<file path="src/rtl/repairmb_partner_responder.sv">
// Partner-side responder for the MBINIT.REPAIRMB sideband handshake.
// Answers start/apply-degrade/end requests, latches the lane map and times out idle phases.
module repairmb_partner_responder #(
  parameter int TIMEOUT_CYCLES = 8000
) (
  input  logic       CLK,
  input  logic       rst_n,
  input  logic       i_MBINIT_REVERSALMB_end,
  input  logic [3:0] i_RX_SbMessage,
  input  logic       i_msg_valid,
  input  logic [2:0] i_msg_info,
  input  logic       i_Busy_SideBand,
  input  logic       i_falling_edge_busy,
  output logic [3:0] o_TX_SbMessage,
  output logic       o_tx_data_valid_resp,
  output logic [1:0] o_Partner_Functional_Lanes,
  output logic       o_degrade_applied,
  output logic       o_repair_error,
  output logic       o_REPAIRMB_partner_end
);

  localparam int CW = $clog2(TIMEOUT_CYCLES + 1);
  localparam logic [CW-1:0] TO_LAST = CW'(TIMEOUT_CYCLES - 1);

  localparam logic [3:0] MSG_START_REQ  = 4'd1;
  localparam logic [3:0] MSG_START_RESP = 4'd2;
  localparam logic [3:0] MSG_END_REQ    = 4'd3;
  localparam logic [3:0] MSG_END_RESP   = 4'd4;
  localparam logic [3:0] MSG_DEG_REQ    = 4'd5;
  localparam logic [3:0] MSG_DEG_RESP   = 4'd6;

  typedef enum logic [3:0] {
    IDLE       = 4'd0,
    WAIT_START = 4'd1,
    ARB_START  = 4'd2,
    SEND_START = 4'd3,
    WAIT_REQ   = 4'd4,
    ARB_DEG    = 4'd5,
    SEND_DEG   = 4'd6,
    ARB_END    = 4'd7,
    SEND_END   = 4'd8,
    DONE       = 4'd9,
    ERROR      = 4'd10
  } state_t;

  state_t        r_state;
  state_t        w_next;
  logic [CW-1:0] r_cnt;
  logic [CW-1:0] w_cnt_next;
  logic          w_latch;
  logic          w_timeout;
  logic          w_is_wait;
  logic [3:0]    w_tx_msg;
  logic          w_tx_valid;

  logic [3:0]    r_tx_msg;
  logic          r_tx_valid;
  logic [1:0]    r_lanes;
  logic          r_deg_applied;
  logic          r_error;
  logic          r_end;

  logic          w_unused_info;
  assign w_unused_info = i_msg_info[2];

  assign w_is_wait = (r_state == WAIT_START) || (r_state == WAIT_REQ);
  // A valid message in the last count cycle takes priority over the timeout
  assign w_timeout = !i_msg_valid && (r_cnt == TO_LAST);

  always_comb begin
    w_next  = r_state;
    w_latch = 1'b0;
    if (!i_MBINIT_REVERSALMB_end) begin
      w_next = IDLE;
    end else begin
      case (r_state)
        IDLE: w_next = WAIT_START;
        WAIT_START: begin
          if (i_msg_valid && (i_RX_SbMessage == MSG_START_REQ)) begin
            w_next = ARB_START;
          end else if (w_timeout) begin
            w_next = ERROR;
          end else begin
            w_next = r_state;
          end
        end
        ARB_START: begin
          if (!i_Busy_SideBand) w_next = SEND_START;
          else                  w_next = r_state;
        end
        SEND_START: begin
          if (i_falling_edge_busy) w_next = WAIT_REQ;
          else                     w_next = r_state;
        end
        WAIT_REQ: begin
          if (i_msg_valid && (i_RX_SbMessage == MSG_DEG_REQ)) begin
            if (i_msg_info[1:0] != 2'b00) begin
              w_next  = ARB_DEG;
              w_latch = 1'b1;
            end else begin
              w_next = ERROR;
            end
          end else if (i_msg_valid && (i_RX_SbMessage == MSG_END_REQ)) begin
            w_next = ARB_END;
          end else if (i_msg_valid && (i_RX_SbMessage == MSG_START_REQ)) begin
            w_next = ARB_START;
          end else if (w_timeout) begin
            w_next = ERROR;
          end else begin
            w_next = r_state;
          end
        end
        ARB_DEG: begin
          if (!i_Busy_SideBand) w_next = SEND_DEG;
          else                  w_next = r_state;
        end
        SEND_DEG: begin
          if (i_falling_edge_busy) w_next = WAIT_REQ;
          else                     w_next = r_state;
        end
        ARB_END: begin
          if (!i_Busy_SideBand) w_next = SEND_END;
          else                  w_next = r_state;
        end
        SEND_END: begin
          if (i_falling_edge_busy) w_next = DONE;
          else                     w_next = r_state;
        end
        DONE:    w_next = r_state;
        ERROR:   w_next = r_state;
        default: w_next = IDLE;
      endcase
    end
  end

  always_comb begin
    w_cnt_next = r_cnt + {{(CW-1){1'b0}}, 1'b1};
    if (!i_MBINIT_REVERSALMB_end || !w_is_wait || i_msg_valid || (w_next != r_state)) begin
      w_cnt_next = {CW{1'b0}};
    end else begin
      w_cnt_next = r_cnt + {{(CW-1){1'b0}}, 1'b1};
    end
  end

  // Response code is decoded from the next state so it lines up with the registered state
  always_comb begin
    w_tx_msg   = 4'd0;
    w_tx_valid = 1'b0;
    case (w_next)
      SEND_START: begin w_tx_msg = MSG_START_RESP; w_tx_valid = 1'b1; end
      SEND_DEG:   begin w_tx_msg = MSG_DEG_RESP;   w_tx_valid = 1'b1; end
      SEND_END:   begin w_tx_msg = MSG_END_RESP;   w_tx_valid = 1'b1; end
      default:    begin w_tx_msg = 4'd0;           w_tx_valid = 1'b0; end
    endcase
  end

  always_ff @(posedge CLK) begin
    if (!rst_n) begin
      r_state       <= IDLE;
      r_cnt         <= {CW{1'b0}};
      r_tx_msg      <= 4'd0;
      r_tx_valid    <= 1'b0;
      r_lanes       <= 2'b11;
      r_deg_applied <= 1'b0;
      r_error       <= 1'b0;
      r_end         <= 1'b0;
    end else begin
      r_state       <= w_next;
      r_cnt         <= w_cnt_next;
      r_tx_msg      <= w_tx_msg;
      r_tx_valid    <= w_tx_valid;
      r_deg_applied <= w_latch;
      r_error       <= (w_next == ERROR);
      r_end         <= (w_next == DONE);
      if (!i_MBINIT_REVERSALMB_end) begin
        r_lanes <= 2'b11;
      end else if (w_latch) begin
        r_lanes <= i_msg_info[1:0];
      end else begin
        r_lanes <= r_lanes;
      end
    end
  end

  assign o_TX_SbMessage             = r_tx_msg;
  assign o_tx_data_valid_resp       = r_tx_valid;
  assign o_Partner_Functional_Lanes = r_lanes;
  assign o_degrade_applied          = r_deg_applied;
  assign o_repair_error             = r_error;
  assign o_REPAIRMB_partner_end     = r_end;

endmodule

</file>
<file path="config.mk">
export PLATFORM = sky130hd
export DESIGN_NAME = repairmb_partner_responder
export DESIGN_NICKNAME = d
export VERILOG_FILES = /design/src/rtl/repairmb_partner_responder.sv
export SDC_FILE = /design/constraint.sdc
export NUM_CORES = 1
export LEC_CHECK = 0
export BUFFER_PORTS_ARGS = -buffer_cell sky130_fd_sc_hd__buf_2
export CAP_MARGIN = 10
export CORE_MARGIN = 1
export CORE_UTILIZATION = 42
export DETAILED_ROUTE_END_ITERATION = 6
export MAX_ROUTING_LAYER = met4
export SYNTH_ARGS = -nofsm -noshare
export SYNTH_HDL_FRONTEND = slang
export SYNTH_SLANG_ARGS = --single-unit
</file>
<file path="constraint.sdc">
create_clock -name CLK -period 5.3 [get_ports CLK]
set_input_delay 0.795 -clock CLK [delete_from_list [all_inputs] [get_ports CLK]]
set_output_delay 0.795 -clock CLK [all_outputs]
set_load 0.005 [all_outputs]
</file>
=== Word level (Yosys, flattened, before mapping) ===
Index checks and enable logic that the tools add are counted.
Widths: inputs -> output; s select.

* Register bits after elaboration: 27
* Bits of input ports: 13
* Output and inout port bits: 10

* Add/subtract/negate cells: 1
* Eq/ne operators: 20
* Muxes and demuxes: 18
* Bitwise gates (word level): 1
* Reductions and logical operators: 18

{| class="wikitable"
|+ Operators with widths
! operator !! count
|-
| $mux 4 || 11
|-
| $pmux 4 s9 || 1
|-
| $eq 4x3->1 const B || 6
|-
| $eq 4x4->1 const B || 6
|-
| $eq 4x2->1 const B || 4
|-
| $add 13x1->13 const B || 1
|-
| $eq 13x13->1 const B || 1
|-
| $pmux 3 s3 || 1
|-
| $eq 4x1->1 const B || 2
|-
| $reduce_or 2->1 || 3
|-
| $mux 1 || 5
|-
| $logic_and 1x1->1 || 4
|-
| $logic_not 4->1 || 1
|-
| $logic_or 1x1->1 || 4
|-
| $ne 4x4->1 || 1
|-
| $logic_not 1->1 || 3
|-
| $reduce_or 3->1 || 1
|-
| $reduce_and 2->1 || 1
|-
| $reduce_bool 2->1 || 1
|-
| $not 1->1 || 1
|}

=== Depth between registers and ports, before layout ===
Gate-level depths: netlist (run 1).

* Depth after elaboration: 11
* Depth in mapped cells: 8

=== Worst setup path after synthesis (run 1) ===
Ideal clock, no wire load.

* Kind: input port to flip-flop
* Start: input port i_msg_info[0]
* End: register r_tx_valid, in the netlist o_tx_data_valid_resp
* Library setup time: 62 ps
* Arrival time: 2391 ps
* Data required time: 5238 ps
* Path slack: 2847 ps
* Stages on the path: 6
* Path through: or4b_2 -> nand2_1 -> a2111o_1 -> a221oi_2 -> or4b_1 -> nand3_1

* Longest elaborated chain between the ends: 8
* Elaborated cells on any way between the ends: 10
* Classes of those cells: eq/ne (3); mux (5); reduce/logical (2)

{| class="wikitable"
|+ Ends and longest elaborated chain
! what !! RTL line !! text
|-
| start: declaration || 11 || <nowiki>input logic [2:0] i_msg_info,</nowiki>
|-
| $reduce_bool 2->1 * || 97 || <nowiki>if (i_msg_info[1:0] != 2'b00) begin</nowiki>
|-
| $mux 4 * || 97 ||
|-
| $mux 4 * || 96 || <nowiki>if (i_msg_valid && (i_RX_SbMessage == MSG_DEG_REQ)) begin</nowiki>
|-
| $pmux 4 s9 * || 76 || <nowiki>case (r_state)</nowiki>
|-
| $mux 4 * || 73 || <nowiki>if (!i_MBINIT_REVERSALMB_end) begin</nowiki>
|-
| $eq 4x4->1, or another cell as far along || 149 || <nowiki>case (w_next)</nowiki>
|-
| $reduce_or 3->1 (no source line) * || -- ||
|-
| $mux 1 * || 149 ||
|-
| end signal: assignment || 171 || <nowiki>r_tx_valid <= w_tx_valid;</nowiki>
|-
| end: declaration || 57 || <nowiki>logic r_tx_valid;</nowiki>
|}

Every way passes the cells marked *; elsewhere a longest branch is shown, timed or not.
A chain may end at the register's enable or synchronous reset.

=== Worst setup path in the final report (run 1) ===
* Start: input port i_msg_valid
* End: register r_tx_valid, in the netlist o_tx_data_valid_resp

* Longest elaborated chain between the ends: 11
* Elaborated cells on any way between the ends: 16
* Classes of those cells: eq/ne (3); mux (7); reduce/logical (6)

{| class="wikitable"
|+ Ends and longest elaborated chain
! what !! RTL line !! text
|-
| start: declaration || 10 || <nowiki>input logic i_msg_valid,</nowiki>
|-
| $logic_not 1->1 || 68 || <nowiki>assign w_timeout = !i_msg_valid && (r_cnt == TO_LAST);</nowiki>
|-
| $logic_and 1x1->1 || 68 ||
|-
| $mux 4 || 81, 107 ||
|-
| $mux 4 || 105 || <nowiki>end else if (i_msg_valid && (i_RX_SbMessage == MSG_START_REQ)) begin</nowiki>
|-
| $mux 4 || 103 || <nowiki>end else if (i_msg_valid && (i_RX_SbMessage == MSG_END_REQ)) begin</nowiki>
|-
| $mux 4 || 96 ||
|-
| $pmux 4 s9 * || 76 ||
|-
| $mux 4 * || 73 ||
|-
| $eq 4x4->1, or another cell as far along || 149 ||
|-
| $reduce_or 3->1 (no source line) * || -- ||
|-
| $mux 1 * || 149 ||
|}

Marks and branches as above.

==> results of run 1 <==
worst register-to-register path, cell delays in order (launching register included):
cell,delay (ns)
dfxtp_1,0.39
ha_1,0.23
nand2_1,0.09
nor4_1,0.52
or2_2,0.24
o211a_1,0.27
or4b_1,0.47
nand3_1,0.09
metrics by stage:
step	worst slack [ns]	cell area [µm²]	hold WS, ns
floorplan	2.847	1309	0.4299
global placement	2.617	1414	0.4447
detailed placement	2.568	1414	0.4523
CTS	2.904	1444	0.4839
global route	2.765	1444	0.5312
finish	2.921	1444	0.4779
placed cells by master (no fill, tap or decap), drive strengths merged, types with 5 or more instances in the layout:
master  Yosys  final
nand2b      6      6
buf         5     20
dfxtp      25     25
nand3      12     12
nor2       22     22
nor3        5      5
or4b        5      5
xor2        6      6
o21ai       6      6
a21oi       7      7
nand2       8      8
how the worst min path moves through the flow:
| stage | from | end | slack [ns] | cells after the start |
|---|---|---|---|---|
| detailed placement | r_cnt[0]$_SDFF_PP0_ | r_cnt[0]$_SDFF_PP0_ | 0.45 | 1 |
| finish | r_cnt[0]$_SDFF_PP0_ | r_cnt[0]$_SDFF_PP0_ | 0.48 | 1 |
| floorplan | r_cnt[0]$_SDFF_PP0_ | r_cnt[0]$_SDFF_PP0_ | 0.43 | 1 |
| CTS | r_cnt[0]$_SDFF_PP0_ | r_cnt[0]$_SDFF_PP0_ | 0.48 | 1 |
| global placement | r_cnt[0]$_SDFF_PP0_ | r_cnt[0]$_SDFF_PP0_ | 0.44 | 1 |
| global route | o_Partner_Functional_Lanes[0]$_SDFFE_PN1P_ | o_Partner_Functional_Lanes[0]$_SDFFE_PN1P_ | 0.53 | 2 |
cell type report:
class                           count  area [µm²]
Multi-Input combinational cell    119       757.0
Sequential cell                    25       500.5
Clock inverter                      1       7.507
Inverter                            4       15.01
Fill cell                         296        1409
Tap cell                           31       38.79
Clock buffer                        3       22.52
Timing Repair Buffer               20       102.6
routing by layer:
layer | share of wire [%] | vias up
li1 | - | 577
met1 | 51 | 518
met2 | 42 | 27
met3 | 5.7 | 2
met4 | 0.55 | 0
met5 | 0 | -
cell families (layout without fill, tap and decap cells):
kind of cell,count (synthesis),after routing,synth area share [%]
adder cells (fa/ha/maj),1,1,0.9586
AO/OA/AOI/OAI,24,24,14.09
flip-flops,25,25,38.35
other,1,2,0.2874
XOR/XNOR,10,10,6.711
multiplexers,3,3,2.301
AND/OR/NAND/NOR,79,79,33.37
buffers and inverters,10,28,3.930
state kept, by name, indices dropped and copies added, names as in the netlist:
signal,flops
o_TX_SbMessage,2
r_cnt,13
o_REPAIRMB_partner_end,1
o_degrade_applied,1
r_state,4
o_tx_data_valid_resp,1
o_repair_error,1
o_Partner_Functional_Lanes,2
power by group through the flow:
| stage | logic, W | registers (W) | clock network [W] |
|---|---|---|---|
| after floorplan | 0.0000126 | 0.000193 | 0 |
| after global placement | 0.0000182 | 0.000194 | 0 |
| after detailed placement | 0.0000188 | 0.000194 | 0 |
| after CTS | 0.0000190 | 0.000190 | 0.0000876 |
| after global routing | 0.0000214 | 0.000190 | 0.0000951 |
| final | 0.0000191 | 0.000190 | 0.0000847 |
==> metrics.cfg, run 1 <==
[cts]
clk_pin_slew_ns=0.14
cts.sinks=25
cts_tree=done
cts_buffer_depth=2
hold_buffers=0
clk_latency_ns=0.32
root_buffer=clkbuf_4
htree_levels=1
cts_resized=0
numCtsBuffers=3
cts_setup_buffers=0

[synth]
synth_common_cells=dfxtp_1, nor2_1, nand3_1
synth_seq_area_share_pct=38.35
synth_ff_type=dfxtp_1
avgSynthCellArea_um2=8.529
yosys.area.top_type=dfxtp_1
synth_top_area_share_pct=38.35
yosysMostFrequentCell=dfxtp_1
syn_inst=153
synth-seq-cells=25
syn_area_um2=1305
synthArstFlopShare_pct=0
synth_edf_count=0
ys_warn_count=0
ys_top_cells_by_area=dfxtp_1, nor2_1, nand3_1
synth_cell_types=42

[timing]
hold_violations=0
slew_viol_final=0
rsz0062_at_grt=no
final.setup.tns_ns=0
fmax_mhz=420.4
tightest_slew_ns=0.6824
timing.final.crit_share_pct=44.88
slew_headroom_pct=54.08
period_needed_ns=2.379
setup_viol=0
fin_skew_ns=0.008466

[grt]
track_usage_pct=17.36
grt_pass1_wl_um=4429
busiest_layer=met2
grt_antenna_before_repair=0
grt_use_met1_pct=23.98
grt_pass1_vias=1000
use_met3_pct=4.688
grt.overflow.total=0
grt_max_degree=16
use_met2_pct=25.91

[power]
clkPwrFrac_pct=28.8
comb_power_share_pct=6.5
ir_drop_v=0.00009730
leakage_nw=0.5677
cellPowerDensity_nw_per_um2=203.6
p_int_w=0.0002255
switchingPower_w=0.00006846
p_seq_share_pct=64.7
swShare_pct=23.29
design_power_total_w=0.0002940

[worst_setup_path]
reg2reg_depth=7
cp-start-kind=input pin
crit_path_cell_trace=buf_2, nand4b_1, nor4_1, or2_2, o211a_1, or4b_1, nand3_1
critPathMaxStageDelay_ns=0.50
path_depth=7
crit_start=i_msg_valid
crit_end=o_tx_data_valid_resp$_SDFF_PN0_
path_class=input pin to flop
worstPathRequired_ns=5.57
crit_buf_inv=1
arrival_ns=2.65
rr_endpoint=o_tx_data_valid_resp$_SDFF_PN0_
cp_slowest_cell=nor4_1
critPathCaptureType=flop
cpLargestDelayFamily=simple AND/OR/NAND/NOR gates
reg2reg_from=r_cnt[0]$_SDFF_PP0_
path_max_fanout=8
rrSetupSlack_ns=2.95

[cells_and_area]
nets=187
final_util_pct=50.61
fin_cells=203
drive_gt1_share_pct=17.44
num_antenna_cells=0
area_delta_synth_final_pct=10.64

[routing]
viasPerCell=5.537
drc=4
drtIter0Drc=56
dr.pass1.iters=6
drt_wl_total_um=2541
via_count=1124
wl_per_cell_um=12.52
ant_nets=0

[floorplanning]
fp.dieArea_um2=3334
ios=23
core.rowCount=19
initial_core_util_pct=45.75
core_area_um2=2853
die_h_um=57.74
die-width_um=57.74

[placed_design]
gp_congestion=0.7576
io_buffers=19
hpwl_um=1906
place_inst=199

[run_status]
violations=DRC
outcome=finished, violations left

[min_path]
hold_path_class=flop to flop

[run]
drv_cap=0

Power figures use the tool's default switching activity.
==> run 2, diff against run 1 <==
--- a/config.mk
+++ b/config.mk
@@ -5,6 +5,7 @@
 export SDC_FILE = /design/constraint.sdc
 export NUM_CORES = 1
 export LEC_CHECK = 0
+export ABC_AREA = 1
 export BUFFER_PORTS_ARGS = -buffer_cell sky130_fd_sc_hd__buf_2
 export CAP_MARGIN = 10
 export CORE_MARGIN = 1
==> constraint.sdc (replaced) <==
create_clock -name CLK -period 2.4 [get_ports CLK]
set_input_delay 0.36 -clock CLK [delete_from_list [all_inputs] [get_ports CLK]]
set_output_delay 0.36 -clock CLK [all_outputs]
set_load 0.005 [all_outputs]
==> run 2 against run 1 <==
  * The run now ends clean
  * Worst setup slack worse by 2.6 ns
  * Core utilization shrank 1.7 points
  * Synthesized cell count grew 41%
  * Final cell count up 38%
  * Sequential power grew 120%
==> metrics.cfg, run 2 <==
[timing]
fin_skew_ns=0.007393  ; -0.001073 ns
rsz0062_at_grt=no
hold_ws_ns=0.2622  ; -0.2157 ns
fmax_mhz=489.5
hold_violations=0  ; unchanged
timing.final.crit_share_pct=85.12
final.setup.tns_ns=0  ; unchanged
slew_viol_final=0  ; unchanged
period_needed_ns=2.043
setup_viol=0  ; unchanged

[synth]
synth_mux_area_share_pct=0  ; -2.3 points
synth_ff_type=dfxtp_1
ys_warn_count=0  ; unchanged
syn_area_um2=1491  ; +14%
avgSynthCellArea_um2=6.937  ; -19%
synth_seq_area_share_pct=33.56  ; -4.8 points
synth_compound_area_share_pct=2.433  ; -12 points
synth_top_area_share_pct=33.56  ; -4.8 points
yosysMostFrequentCell=nand2_1
synth_fa_ha_area_share_pct=0.8389  ; -0.12 points
syn_inst=215  ; +41%
synth_xor_area_share_pct=6.460  ; -0.25 points
synth_cell_types=30  ; -29%
synthArstFlopShare_pct=0  ; unchanged
ys_top_cells_by_area=dfxtp_1, nand2_1, nor2_1
synth-seq-cells=25  ; unchanged
synth_top_family_by_area=simple AND/OR/NAND/NOR gates
post_synth_and_or_nand_nor_area_fraction_pct=45.64  ; +12 points
yosys.area.top_type=dfxtp_1
synth_edf_count=0  ; unchanged
synth_common_cells=nand2_1, nor2_1, inv_1

[cells_and_area]
final_util_pct=48.88  ; -1.7 points
fillers=383  ; +29%
nets=250  ; +34%
fin_cells=281  ; +38%
seq_area_um2=500.5  ; unchanged
largest_registers=r_cnt (13), r_state (4)
layout_commonest_cell=nand2_1
most-common-layout-cells=nand2_1, nor2_1, inv_1
drive_gt1_share_pct=25.11  ; +7.7 points
area_delta_synth_final_pct=10.24
num_antenna_cells=0  ; unchanged
largest_register_ffs=13  ; unchanged
top_register=r_cnt
multi_input_area_um2=833.3  ; +10%

[min_path]
min_from=rst_n
min_to=o_TX_SbMessage[2]$_SDFF_PN0_
hold_path_depth=3  ; +2
hold_path_class=input pin to flop

[power]
design_power_total_w=0.0006590  ; +120%
p_seq_share_pct=63.5  ; -1.2 points
cellPowerDensity_nw_per_um2=400.8  ; +97%
ir_drop_v=0.0002472  ; +150%
leakage_nw=0.7390  ; +30%
comb_power_share_pct=7.1  ; +0.6 points
clkPwrFrac_pct=29.4  ; +0.6 points
switchingPower_w=0.0001623  ; +140%
swShare_pct=24.63  ; +1.3 points
p_int_w=0.0004967  ; +120%

[worst_setup_path]
path_max_fanout=13  ; +5
crit_buf_inv=0  ; -1
crit_start=r_cnt[0]$_SDFF_PP0_
rr_endpoint=r_cnt[0]$_SDFF_PP0_
reg2reg_depth=13  ; +6
path_class=flop to flop
arrival_ns=2.30  ; -0.35 ns
cpLargestDelayFamily=simple AND/OR/NAND/NOR gates
critPathMaxStageDelay_ns=0.39  ; -0.11 ns
reg2reg_from=r_cnt[0]$_SDFF_PP0_
crit_path_frequent_cell=nand2_2
cp-start-kind=flop
critPathCaptureType=flop
worstPathRequired_ns=2.65  ; -2.92 ns
rrSetupSlack_ns=0.36  ; -2.59 ns
cp_slowest_cell=dfxtp_1
crit_path_cell_trace=ha_1, nand3_2, nor2_4, nand3_4, nand2_2, nand3_1, nand2_1, nand2_2, nand2_4, nand2_4, nand2_2, nand3_2, nor2_1

[floorplanning]
fp.dieArea_um2=3793  ; +14%
core_area_um2=3363  ; +18%
ios=23  ; unchanged
core.rowCount=21  ; +2
initial_core_util_pct=44.35  ; -1.4 points
die-width_um=61.59  ; +6.7%
die_h_um=61.59  ; +6.7%

[grt]
grt_pass1_vias=1157  ; +16%
grt_pass1_wl_um=4802  ; +8.4%
grt_max_degree=16  ; unchanged
grt_antenna_before_repair=0  ; unchanged
grt.overflow.total=0  ; unchanged
track_usage_pct=17.38  ; +0.020 points

[run]
drv_cap=0  ; unchanged

[run_status]
outcome=finished clean

[routing]
drtIter0Drc=27  ; -52%
m1WireLength_um=1327  ; +1.5%
drt_wl_total_um=2749  ; +8.2%
drc=0  ; -4
highest_layer=met4
wl_met2_um=1290  ; +20%
viasPerCell=4.648  ; -16%
wl_per_cell_um=9.783  ; -22%
ant_nets=0  ; unchanged
route.met3.wl_um=116  ; -20%
dr.pass1.iters=4  ; -2
via_count=1306  ; +16%

[cts]
cts_setup_buffers=0  ; unchanged
cts_buffer_depth=2  ; unchanged
root_buffer=clkbuf_4
cts_resized=0  ; unchanged
clk_latency_ns=0.32  ; about the same
htree_levels=1  ; unchanged
numCtsBuffers=3  ; unchanged
cts.sinks=25  ; unchanged
hold_buffers=0  ; unchanged
clk_pin_slew_ns=0.14  ; about the same
cts_tree=done

[placed_design]
gp_congestion=0.8424  ; +11%
hpwl_um=2205  ; +16%
io_buffers=19  ; unchanged
place_inst=277  ; +39%

[run 2: final cells by class]
class                      instances  share of cell area [%]
multi-input combinational        153                   50.68
sequential                        25                   30.44
inverter                          34                   7.763
timing repair buffer              19                   5.784
tap                               46                   3.501
clock buffer                       3                   1.370
clock inverter                     1                  0.4566
[run 2: kinds of logic after synthesis]
kind of cell / count (synthesis)
compound gates: 6
fa+ha+maj: 1
simple gates: 133
buf+inv: 38
xor+xnor: 11
other cells: 1
flops: 25
[run 2: metal layers]
layer	up-vias	GRT usage, %
met4	0	2.857
li1	703	-
met5	-	-
met3	2	3.782
met1	576	21.24
met2	25	29.65
[run 2: how the worst max path moves through the flow]
stage,cells after the start,slack (ns),end
finish,13,0.36,r_cnt[0]$_SDFF_PP0_
global route,13,0.15,r_cnt[0]$_SDFF_PP0_
CTS,13,0.31,r_cnt[0]$_SDFF_PP0_
detailed placement,13,0.34,r_cnt[0]$_SDFF_PP0_
global placement,13,0.41,r_cnt[0]$_SDFF_PP0_
floorplan,13,0.72,r_cnt[7]$_SDFF_PP0_
[run 2: worst reg2reg max path, cell delays in order, from the launching register on]
cell	delay (ns)
dfxtp_1	0.39
ha_1	0.22
nand3_2	0.13
nor2_4	0.15
nand3_4	0.12
nand2_2	0.09
nand3_1	0.06
nand2_1	0.07
nand2_2	0.06
nand2_4	0.08
nand2_4	0.06
nand2_2	0.06
nand3_2	0.30
nor2_1	0.21
[run 2: stage by stage]
stage	cell area [µm²]	worst slack [ns]
after floorplan	1495	0.7191
after global placement	1614	0.4150
after detailed placement	1614	0.3444
after CTS	1644	0.3054
after global routing	1644	0.1450
final	1644	0.3571
[run 2: power by group through the flow]
stage	logic, W	registers, W	clock network (W)
2_1_floorplan	0.0000325	0.000427	0
3_3_place_gp	0.0000470	0.000428	0
3_5_place_dp	0.0000472	0.000428	0
4_1_cts	0.0000473	0.000419	0.000201
5_1_grt	0.0000541	0.000419	0.000217
6_report	0.0000468	0.000419	0.000194
==> run 3, diff against run 2 <==
--- a/config.mk
+++ b/config.mk
@@ -12,6 +12,7 @@
 export CORE_UTILIZATION = 42
 export DETAILED_ROUTE_END_ITERATION = 6
 export MAX_ROUTING_LAYER = met4
+export RECOVER_POWER = 25
 export SYNTH_ARGS = -nofsm -noshare
 export SYNTH_HDL_FRONTEND = slang
 export SYNTH_SLANG_ARGS = --single-unit
==> constraint.sdc (replaced) <==
create_clock -name CLK -period 2.15 [get_ports CLK]
set_input_delay 0.3225 -clock CLK [delete_from_list [all_inputs] [get_ports CLK]]
set_output_delay 0.3225 -clock CLK [all_outputs]
set_load 0.005 [all_outputs]
==> run 3 against run 2 <==
  * Clock skew shrank 0.0035 ns
  * Via count shrank 1.8%
  * Sequential power grew 11%
  * Highest routed layer unchanged
  * Count of clock-buffer cells in the layout is the same
==> metrics.cfg, run 3 (synthesis gave the netlist of run 2 again) <==
[run_status]
outcome=finished clean

[routing]
viasPerCell=4.546  ; -2.2%
drtIter0Drc=30  ; +11%
drc=0  ; unchanged
ant_nets=0  ; unchanged
drt_wl_total_um=2762  ; +0.47%
via_count=1282  ; -1.8%
wl_per_cell_um=9.794  ; +0.12%
dr.pass1.iters=4  ; unchanged

[worst_setup_path]
crit_end=r_cnt[0]$_SDFF_PP0_
crit_buf_inv=2  ; +2
rrSetupSlack_ns=0.25  ; -0.11 ns
cp-start-kind=flop
path_class=flop to flop
crit_path_cell_trace=ha_1, nand3_2, nor2_4, nand3_4, nand2_2, nand3_1, nand2_1, inv_2, nand2_4, nand3_1, nand3_2, buf_4, nor2_1
critPathCaptureType=flop
cp_slowest_cell=dfxtp_1
cpLargestDelayFamily=simple AND/OR/NAND/NOR gates
critPathMaxStageDelay_ns=0.39  ; about the same
crit_start=r_cnt[0]$_SDFF_PP0_
arrival_ns=2.13  ; -0.17 ns
path_depth=13  ; unchanged
reg2reg_depth=13  ; unchanged
path_max_fanout=13  ; unchanged
worstPathRequired_ns=2.37  ; -0.28 ns
reg2reg_from=r_cnt[0]$_SDFF_PP0_
rr_endpoint=r_cnt[0]$_SDFF_PP0_

[cts]
numCtsBuffers=3  ; unchanged
hold_buffers=0  ; unchanged
cts_resized=0  ; unchanged
cts.sinks=25  ; unchanged
cts_buffer_depth=2  ; unchanged
clk_latency_ns=0.32  ; about the same
cts_tree=done
htree_levels=1  ; unchanged
clk_pin_slew_ns=0.13  ; about the same
cts_setup_buffers=0  ; unchanged
root_buffer=clkbuf_4

[cells_and_area]
multi_input_area_um2=833.3  ; unchanged
drive_gt1_share_pct=22.88  ; -2.2 points
area_delta_synth_final_pct=10.07
num_antenna_cells=0  ; unchanged
seq_area_um2=500.5  ; unchanged
fillers=378  ; -1.3%
largest_register_ffs=13  ; unchanged
fin_cells=282  ; +0.36%
layout_commonest_cell=nand2_1
most-common-layout-cells=nand2_1, nor2_1, inv_1
final_util_pct=48.81  ; -0.074 points
nets=251  ; +0.40%
largest_registers=r_cnt (13), r_state (4)
top_register=r_cnt

[placed_design]
place_inst=278  ; +0.36%
gp_congestion=0.8398  ; -0.31%
hpwl_um=2202  ; -0.11%
io_buffers=19  ; unchanged

[grt]
grt_pass1_vias=1154  ; -0.26%
grt_antenna_before_repair=0  ; unchanged
track_usage_pct=17.80  ; +0.43 points
grt_max_degree=15  ; -1
grt.overflow.total=0  ; unchanged
grt_pass1_wl_um=4878  ; +1.6%

[floorplanning]
ios=23  ; unchanged
initial_core_util_pct=44.35  ; unchanged
core_area_um2=3363  ; unchanged
fp.dieArea_um2=3793  ; unchanged
die-width_um=61.59  ; unchanged
core.rowCount=21  ; unchanged
die_h_um=61.59  ; unchanged

[timing]
slew_viol_final=0  ; unchanged
fmax_mhz=525.1  ; +7.3%
setup_viol=0  ; unchanged
final.setup.tns_ns=0  ; unchanged
hold_ws_ns=0.2279  ; -0.03424 ns
rsz0062_at_grt=no
period_needed_ns=1.904  ; -0.1385 ns
hold_violations=0  ; unchanged
timing.final.crit_share_pct=88.58  ; +3.5 points
fin_skew_ns=0.003881  ; -0.003512 ns

[min_path]
hold_path_depth=3  ; unchanged
hold_path_class=input pin to flop

[run]
drv_cap=0  ; unchanged

[power]
ir_drop_v=0.0003425  ; +39%
cellPowerDensity_nw_per_um2=442.4  ; +10%
leakage_nw=0.7238  ; -2.1%

-- run 3: cell count changes in the layout (fill, tap and decap cells not counted) --
cell	delta
buf_2	-6
clkbuf_1	+6
buf_4	+1
clkinv_2	+1
clkinvlp_4	-1
-- run 3: per-stage QoR --
step	area (µm²)	total power [W]	setup slack (ns)
2_1_floorplan	1495	0.0005129	0.4691
3_3_place_gp	1622	0.0005305	0.2807
3_5_place_dp	1622	0.0005311	0.2245
4_1_cts	1649	0.0007436	0.1957
5_1_grt	1642	0.0007660	0.03155
6_report	1642	0.0007263	0.2456
-- run 3: where the power goes --
part | internal [W] | switching [W] | total (W)
Sequential | 0.000465 | 0.00000256 | 0.000467
Combinational | 0.0000189 | 0.0000346 | 0.0000535
Clock | 0.0000697 | 0.000136 | 0.000206
Total | 0.000553 | 0.000173 | 0.000726
-- run 3: tightest hold or removal path: cells and delay by family --
| kind | cells | cell delay (ns) |
|---|---|---|
| and+or+nand+nor | 1 | 0.06 |
| buffers and inverters | 2 | 0.14 |
-- run 3: layer usage --
metal  up-vias  global-route usage (%)  routed length, µm
li1        704                       -                  -
met1       555                   22.59               1365
met2        18                   28.11               1279
met3         5                   3.782                 81
met4         0                   5.714                 35
met5         -                       -                  0
-- run 3: cell type report --
type / instances / area share (%)
Timing Repair Buffer: 20 / 5.793
Clock buffer: 3 / 1.372
Inverter: 34 / 7.774
Tap cell: 46 / 3.506
Multi-Input combinational cell: 153 / 50.76
Sequential cell: 25 / 30.49
Clock inverter: 1 / 0.3049
-- run 3: worst min path at each step --
stage / start / end / slack (ns)
global placement: r_cnt[0]$_SDFF_PP0_ / r_cnt[0]$_SDFF_PP0_ / 0.43
detailed placement: o_Partner_Functional_Lanes[0]$_SDFFE_PN1P_ / o_Partner_Functional_Lanes[0]$_SDFFE_PN1P_ / 0.44
global route: rst_n / o_TX_SbMessage[2]$_SDFF_PN0_ / 0.21
floorplan: r_cnt[0]$_SDFF_PP0_ / r_cnt[0]$_SDFF_PP0_ / 0.42
finish: rst_n / o_TX_SbMessage[2]$_SDFF_PN0_ / 0.23
CTS: rst_n / o_TX_SbMessage[2]$_SDFF_PN0_ / 0.21
